## config.mk

```make
export PLATFORM = sky130hd
export DESIGN_NAME = hash_scheduler
export DESIGN_NICKNAME = d
export VERILOG_FILES = /design/src/rtl/hash_pkg.sv /design/src/rtl/hash_watchdog.sv /design/src/rtl/hash_scheduler.sv
export SDC_FILE = /design/constraint.sdc
export NUM_CORES = 1
export LEC_CHECK = 0
export BUFFER_PORTS_ARGS = -buffer_cell sky130_fd_sc_hd__buf_2
export CAP_MARGIN = 20
export CORE_AREA = 2 2 571 573
export DETAILED_ROUTE_END_ITERATION = 10
export DIE_AREA = 0 0 573 575
export GPL_TIMING_DRIVEN = 0
export MAX_ROUTING_LAYER = met4
export PLACE_DENSITY = 0.3
export SLEW_MARGIN = 20
export SYNTH_ARGS = -nofsm -noshare
export SYNTH_HDL_FRONTEND = slang
export SYNTH_HIERARCHICAL = 1
export SYNTH_SLANG_ARGS = --single-unit
```

## constraint.sdc

```tcl
create_clock -name axi_aclk -period 3.77 [get_ports axi_aclk]
set_input_delay 0.5655 -clock axi_aclk [delete_from_list [all_inputs] [get_ports axi_aclk]]
set_output_delay 0.5655 -clock axi_aclk [all_outputs]
set_load 0.01 [all_outputs]
```

## src/rtl/hash_pkg.sv

```systemverilog
// Shared encodings for the hash front end: SHA type codes, scheduler states, tuser field position.
package hash_pkg;

    localparam logic [1:0] SHA224 = 2'b00;
    localparam logic [1:0] SHA256 = 2'b01;
    localparam logic [1:0] SHA384 = 2'b10;
    localparam logic [1:0] SHA512 = 2'b11;

    localparam logic [2:0] ST_IDLE        = 3'd0;
    localparam logic [2:0] ST_SETUP       = 3'd1;
    localparam logic [2:0] ST_STREAM      = 3'd2;
    localparam logic [2:0] ST_WAIT_DIGEST = 3'd3;
    localparam logic [2:0] ST_FLUSH       = 3'd4;

    localparam int TUSER_SHA_TYPE_LSB = 0;

    typedef enum logic [2:0] {
        IDLE        = ST_IDLE,
        SETUP       = ST_SETUP,
        STREAM      = ST_STREAM,
        WAIT_DIGEST = ST_WAIT_DIGEST,
        FLUSH       = ST_FLUSH
    } sched_state_t;

endpackage

```

## src/rtl/hash_watchdog.sv

```systemverilog
// Digest watchdog: counts enabled cycles since clear; expire is combinational from the count
// and is high on the TIMEOUT_CYCLES-th enabled cycle. No backpressure.
module hash_watchdog #(
    parameter int TIMEOUT_CYCLES = 4096
) (
    input  logic clk,
    input  logic rst,
    input  logic clear,
    input  logic enable,
    output logic expire
);

    localparam int W = $clog2(TIMEOUT_CYCLES) + 1;
    localparam logic [W-1:0] LAST = W'(TIMEOUT_CYCLES - 1);

    logic [W-1:0] count;

    always_ff @(posedge clk) begin
        if (rst) begin
            count <= '0;
        end else if (clear) begin
            count <= '0;
        end else if (enable) begin
            count <= count + 1'b1;
        end
    end

    assign expire = enable && (count == LAST);

endmodule

```

## src/rtl/hash_scheduler.sv

```systemverilog
// Message scheduler in front of hash_engine: latches sha_type, gates one message at a time.
// Zero-latency pass-through in STREAM (ready/valid combinational); host held off outside STREAM.
module hash_scheduler
    import hash_pkg::*;
#(
    parameter int S_AXIS_DATA_WIDTH  = 512,
    parameter int S_AXIS_TUSER_WIDTH = 128,
    parameter int TIMEOUT_CYCLES     = 4096
) (
    input  logic                            axi_aclk,
    input  logic                            axi_reset,
    input  logic [S_AXIS_DATA_WIDTH-1:0]    s_axis_tdata,
    input  logic [S_AXIS_TUSER_WIDTH-1:0]   s_axis_tuser,
    input  logic [S_AXIS_DATA_WIDTH/8-1:0]  s_axis_tkeep,
    input  logic                            s_axis_tvalid,
    output logic                            s_axis_tready,
    input  logic                            s_axis_tlast,
    output logic [S_AXIS_DATA_WIDTH-1:0]    m_axis_tdata,
    output logic [S_AXIS_TUSER_WIDTH-1:0]   m_axis_tuser,
    output logic [S_AXIS_DATA_WIDTH/8-1:0]  m_axis_tkeep,
    output logic                            m_axis_tlast,
    output logic                            m_axis_tvalid,
    input  logic                            m_axis_tready,
    input  logic                            d_axis_tvalid,
    input  logic                            d_axis_tready,
    input  logic                            d_axis_tlast,
    output logic [1:0]                      sha_type,
    output logic                            en,
    output logic                            busy,
    output logic                            timeout_err,
    output logic [31:0]                     msg_count,
    output logic [15:0]                     err_count
);

    sched_state_t state;
    logic         in_stream;
    logic         last_beat;
    logic         digest_done;
    logic         wd_expire;

    assign in_stream   = (state == STREAM);
    assign last_beat   = in_stream && s_axis_tvalid && m_axis_tready && s_axis_tlast;
    assign digest_done = d_axis_tvalid && d_axis_tready && d_axis_tlast;

    assign m_axis_tvalid = in_stream && s_axis_tvalid;
    assign s_axis_tready = in_stream && m_axis_tready;
    assign m_axis_tdata  = s_axis_tdata;
    assign m_axis_tuser  = s_axis_tuser;
    assign m_axis_tkeep  = s_axis_tkeep;
    assign m_axis_tlast  = s_axis_tlast;

    hash_watchdog #(
        .TIMEOUT_CYCLES(TIMEOUT_CYCLES)
    ) u_watchdog (
        .clk    (axi_aclk),
        .rst    (axi_reset),
        .clear  (last_beat),
        .enable (state == WAIT_DIGEST),
        .expire (wd_expire)
    );

    // en/busy are registered, so they are loaded with the value for the state being entered.
    always_ff @(posedge axi_aclk) begin
        if (axi_reset) begin
            state       <= IDLE;
            en          <= 1'b0;
            busy        <= 1'b0;
            sha_type    <= SHA224;
            timeout_err <= 1'b0;
            msg_count   <= '0;
            err_count   <= '0;
        end else begin
            timeout_err <= 1'b0;
            case (state)
                IDLE: begin
                    if (s_axis_tvalid) begin
                        sha_type <= s_axis_tuser[TUSER_SHA_TYPE_LSB +: 2];
                        en       <= 1'b1;
                        busy     <= 1'b1;
                        state    <= SETUP;
                    end
                end
                SETUP: begin
                    state <= STREAM;
                end
                STREAM: begin
                    if (last_beat) begin
                        state <= WAIT_DIGEST;
                    end
                end
                WAIT_DIGEST: begin
                    // A digest landing on the expiry cycle still counts as a success.
                    if (digest_done) begin
                        msg_count <= msg_count + 32'd1;
                        en        <= 1'b0;
                        state     <= FLUSH;
                    end else if (wd_expire) begin
                        timeout_err <= 1'b1;
                        if (err_count != 16'hFFFF) begin
                            err_count <= err_count + 16'd1;
                        end
                        en    <= 1'b0;
                        state <= FLUSH;
                    end
                end
                FLUSH: begin
                    busy  <= 1'b0;
                    state <= IDLE;
                end
                default: begin
                    en    <= 1'b0;
                    busy  <= 1'b0;
                    state <= IDLE;
                end
            endcase
        end
    end

endmodule

```

Word level (Yosys, flattened, before mapping). Cells that the tools add are included.

Add/subtract/negate cells: 3. Equality and inequality tests: 9. Multiplexer cells: 11. Bitwise logic cells: 4. Reduce and logical (&&, ||, !) cells: 18.

Operators with widths (number): 32-bit by 1-bit adder with 32-bit output, second input constant (1); 16-bit by 1-bit adder with 16-bit output, second input constant (1); 16-bit inequality test, second input constant (1); 13-bit by 1-bit adder with 13-bit output, second input constant (1); 13-bit by 12-bit equality test with 1-bit output, second input constant (1); 3-bit 2-to-1 mux (4); 3-bit case mux with 4 select lines (1); 3-bit OR reduction (3); 1-bit logical AND (7); 3-bit by 2-bit equality test with 1-bit output, second input constant (2); 2-bit AND reduction (3); 3-bit AND reduction (2); 1-bit 2-to-1 mux (4); 1-bit NOT (4); 4-bit AND reduction (1); 3-bit by 1-bit equality test with 1-bit output, second input constant (1); 3-bit equality test, second input constant (1); 3-bit logical NOT (1); 3-bit inequality test, second input constant (1); 1-bit case mux with 3 select lines (1); 2-bit by 1-bit inequality test with 1-bit output, second input constant (1); 2-bit inequality test, second input constant (1); 1-bit case mux with 2 select lines (1); 2-bit OR reduction (1).

Bits in registers: 69. Input port bits: 712. Output and inout bits: 760. Logic and storage cells: 53.

Longest topological paths before layout.
Word-level depth: 6. Mapped depth: 9. Gate-level depth less buffers: 9.

Hierarchy. Netlist, hierarchy kept.

Modules (own cells, without submodules): hash_scheduler (times used 1, cells each 1024, area an instance 7902.6 µm², seq. area each 1121.1 µm²); hash_watchdog (times used 1, cells each 66, area an instance 586.8 µm², seq. area each 260.2 µm²).

Worst setup path before layout. OpenSTA, ideal clock, no wires.

Kind: register to register. Start point: register state[0]. End point: register err_count[12]. Setup time: 0.128 ns. Data arrival time: 2.603 ns. Required time: 3.642 ns. Slack: 1.040 ns. Stages on the path, launching flop included: 10. Path buffers: 0. Period minus slack after synthesis: 2.730 ns. Path through: dfxtp_1 -> nand3b_1 -> inv_1 -> nand4_2 -> nor4_1 -> nand4b_1 -> nor4_1 -> nand4_1 -> xor2_1 -> nor2_1.

Word-level cells in the longest chain between the ends: 3.

Ends and longest elaborated chain: start, declared (line hash_scheduler.sv:35) `sched_state_t state;`; start signal, assigned (line hash_scheduler.sv:65) `state <= IDLE;`; start signal, assigned (line hash_scheduler.sv:80) `state <= SETUP;`; start signal, assigned (line hash_scheduler.sv:84) `state <= STREAM;`; 3-bit by 2-bit equality test with 1-bit output (line hash_scheduler.sv:58) `.enable (state == WAIT_DIGEST),`; 1-bit logical AND (line hash_watchdog.sv:28) `assign expire = enable && (count == LAST);`; net wd_expire (line hash_scheduler.sv:39) `logic wd_expire;`; 4-bit AND reduction (no source line); end signal, assigned (line hash_scheduler.sv:100) `err_count <= err_count + 16'd1;`; end, declared (line hash_scheduler.sv:32) `output logic [15:0] err_count`.

The timed path passes the listed nets, and every way through them passes these cells. A chain may end at the register's enable or synchronous reset.

Worst setup path in the final report.
Start point: register state[0]. End point: register err_count[8].

Same word-level chain as after synthesis.

==> impl_results.md <==
* Final Cycle Share at 0.885
* DR vias at 11.3k
* Sequential fraction of the synthesis area at 0.163
* Slowest stage delay, CP at 0.58 ns
* Starting Density at 0.0263
* Crit Path Max Fanout at 10
* Area growth, synth to finish at 118%
* Vias per cell at 1.77
* H-tree depth at 3
* Share of layout cells above drive strength 1 at 0.805
* Drt drc at 0
* TritonRoute pass-1 iters at 5
* Top cells by area, synth: buf_4 (62%), dfxtp_1 (16%), nor2_1 (2.6%)
* Largest net degree at the start of global routing at 14
* Critical R2R Capture: err_count[8]$_SDFFE_PP0P_
* CTS Hold Bufs at 0
* Antenna violation net count after detailed routing at 0
* DR iter-0 viols at 472
* Syn_nets at 1,805
* Post-Syn Area at 8490 um^2
* CP Capture Type: flip-flop
* Slew @ Worst Pin at 0.970 ns
* CP cell instances: nand3b_1 -> inv_1 -> nand4_2 -> nor4_4 -> nand4b_1 -> nor4_2 -> nand4_1 -> xor2_1 -> nor2_1
* Yosys Warn Count at 6
* Final Non-Filler Cells at 6,379
* Yosys reg bits at 69
* Max_cap viols at 0
* Status: finished clean
* Num rows at 209
* Design Area, Final at 18,500 um^2
* Core Area at 323,000 um^2
* Count of different cell masters after synthesis at 38
* Initial antenna violation count at 363
* Synth top area share at 0.623
* First-pass GRT wire length at 215,000 um
* Syn Area/Cell at 7.79 um^2
* Clk sinks at 69
* Clk buf depth at 2
* Die Height at 575 um
* Final setup viols at 0
* TritonCTS clock tree: done
* Final net count at 2,585
* Clk_lat worst skew at 0.39 ns
* Post-route total power at 3310 uW
* Number of cells on the critical path at 9
* Period minus WS final at 3.34 ns
* Mean routed wirelength per cell at 30.1 um
* Placed Cells at 6,184
* Buffers on Ports at 769
* Final clock skew at 0.0306 ns
* Dpl cell area at 17,800 um^2
* Hold WC Path Type: primary input to flip-flop
* Fillers at 38.5k
* Endpoints failing hold at 0
* GRT overflow at 0
* Element type at the critical path start: flip-flop
* Critical Path RT at 4.01 ns
* Clock buffer count from CTS at 9
* Clock Tree Root: clkbuf_16
* Reg2Reg Depth at 9
* Vias in the first global route at 10.9k
* Post-synthesis cell count at 1,090
* Pwr per Cell Area at 179 nW/um^2
* CTS clk-pin slew, worst paths at 0.09 ns
* Detailed Place HPWL at 187,000 um
* Max frequency at 300 MHz
* Hold endpoint: sha_type[0]$_SDFFE_PP0P_
* Worst Path Buf+Inv at 1
* P_leak at 0.00768 uW
* Worst reg2reg startpoint: state[0]$_SDFFE_PP0P_
* Reg2reg setup slack at 0.43 ns
* Boundary Pins at 1,472
* Crit path max-delay family: simple AND/OR/NAND/NOR gates
* RSZ-0062 raised after global routing: false
* Die ar. at 329,000 um^2
* Min-delay src: s_axis_tuser[0]
* Post-Route WL at 192,000 um
* Die W at 573 um
* Setup TNS at 0 ns
* Critical path class: flip-flop to flip-flop
* RD Place Congestion at 0.982
* Rel. slew slack at 0.354
* Maximum VDD drop at 157 uV
* Slew Viols, Final at 0
* Synth area leader: buf_4
* GRT Total Usage at 0.115
* # Post-CTS Setup Buffers at 0
* Slowest-stage cell, CP: nor4_4
* Worst path arrival time at 3.57 ns
* Hold Path Stages at 3
==> how the worst max path moves through the flow <==
| stage | slack (ns) | from | to |
|---|---|---|---|
| after floorplan | 1.04 | state[0]$_SDFFE_PP0P_ | err_count[12]$_SDFFE_PP0P_ |
| after global placement | -0.67 | state[0]$_SDFFE_PP0P_ | err_count[12]$_SDFFE_PP0P_ |
| after detailed placement | -0.16 | state[0]$_SDFFE_PP0P_ | err_count[14]$_SDFFE_PP0P_ |
| after CTS | 0.09 | state[0]$_SDFFE_PP0P_ | err_count[8]$_SDFFE_PP0P_ |
| after global routing | 0.13 | state[0]$_SDFFE_PP0P_ | err_count[8]$_SDFFE_PP0P_ |
| final | 0.43 | state[0]$_SDFFE_PP0P_ | err_count[8]$_SDFFE_PP0P_ |
==> through the flow <==
stage / worst slack [ns] / utilization / hold WS, ns
after floorplan: 1.04 / - / 0.443
after global placement: -0.667 / 0.0549 / 0.468
after detailed placement: -0.157 / 0.0550 / 0.472
after CTS: 0.0938 / 0.0560 / 0.419
after global routing: 0.130 / 0.0573 / 0.455
final: 0.435 / 0.0574 / 0.440
==> where the power goes <==
| part | leakage (uW) | switching [uW] | total (uW) | internal [uW] |
|---|---|---|---|---|
| clock network | 0.000144 | 448 | 969 | 521 |
| registers | 0.000557 | 5.40 | 740 | 734 |
| logic | 0.00698 | 870 | 1600 | 733 |
==> registers in the layout, indices dropped and copies added, names as in the netlist <==
signal	count
sha_type	2
busy	1
err_count	16
en	1
u_watchdog/count	13
msg_count	32
timeout_err	1
state	3
==> worst min-delay path, stage by stage <==
cell     delay (ns)
buf_2          0.12
nand2_1        0.05
a21oi_1        0.05
==> cells by family (layout without fill, tap and decap cells) <==
| family | count (synthesis) | in the layout | share of synthesized area |
|---|---|---|---|
| compound gates | 49 | 49 | 0.0332 |
| xor+xnor | 39 | 39 | 0.0402 |
| fa+ha+maj | 3 | 3 | 0.00442 |
| buf+inv | 725 | 1510 | 0.633 |
| flops | 69 | 69 | 0.163 |
| mux | 3 | 3 | 0.00354 |
| other cells | 0 | 179 | 0 |
| simple gates | 202 | 202 | 0.123 |
==> cell type report <==
| cell class | count | area [um^2] | share of cell area |
|---|---|---|---|
| Tap cell | 4325 | 5410 | 0.292 |
| Clock buffer | 10 | 229 | 0.0123 |
| Multi-Input combinational cell | 296 | 1780 | 0.0959 |
| Timing Repair Buffer | 769 | 3850 | 0.208 |
| Antenna cell | 179 | 448 | 0.0242 |
| Inverter | 7 | 26.3 | 0.00142 |
| Clock inverter | 6 | 72.6 | 0.00391 |
| Sequential cell | 69 | 1380 | 0.0745 |
| Buffer | 718 | 5350 | 0.288 |
==> cell usage in the layout (no fill, tap or decap), types with 2 or more instances in the layout <==
cell type  count
buf_2        771
buf_4        705
diode_2      179
dfxtp_1       69
nor2_1        58
nand2_1       36
a21oi_1       23
xnor2_1       20
nand4_1       19
xor2_1        19
nand3_1       18
o21ai_0       14
nor3_1        12
or3_1         11
clkbuf_1       9
clkbuf_16      9
nor4_1         8
inv_1          7
and3_1         7
or4_1          5
and4_1         5
o31ai_1        4
nand4b_1       4
or2_2          4
nand4_2        3
clkbuf_2       3
nor4_2         3
mux2i_1        3
ha_1           3
clkinv_4       3
and2_1         2
==> layer usage <==
layer  share of wire  wire (um)  vias to the layer above  GRT usage
li1                -          -                     4653          -
met3            0.23      44000                      269      0.119
met4           0.023       4410                        0     0.0187
met5               0          0                        -          -
met2            0.44      84600                     1405      0.179
met1            0.31      59200                     4956     0.0971
==> cell usage after synthesis <==
library cell	n
o21ba_2	1
clkbuf_1	11
o2111ai_1	1
xnor2_1	20
o21ai_0	14
and4_1	5
inv_1	7
dfxtp_1	69
nor2_1	59
nor2b_1	1
mux2i_1	3
nor4b_1	1
or2_2	4
ha_1	3
nor4_1	12
o31a_1	1
a21boi_0	1
and3_1	7
or4_1	5
buf_4	705
o31ai_1	4
and4b_1	1
nand4b_1	4
nand3b_1	1
nand4_1	19
a41oi_1	1
nand4_2	3
a21oi_1	24
or3_1	11
nand3_1	18
buf_2	2
and2_1	2
or4b_1	1
xor2_1	19
o21a_1	1
o31a_2	1
nor3_1	12
nand2_1	36
==> timing repair <==
item                       in CTS  in global routing
cloned                          0                  0
setup endpoints to repair       5                  9
resized for setup               1                  1
hold endpoints to repair        0                  0
No activity file was read; power rests on OpenSTA's default activity.
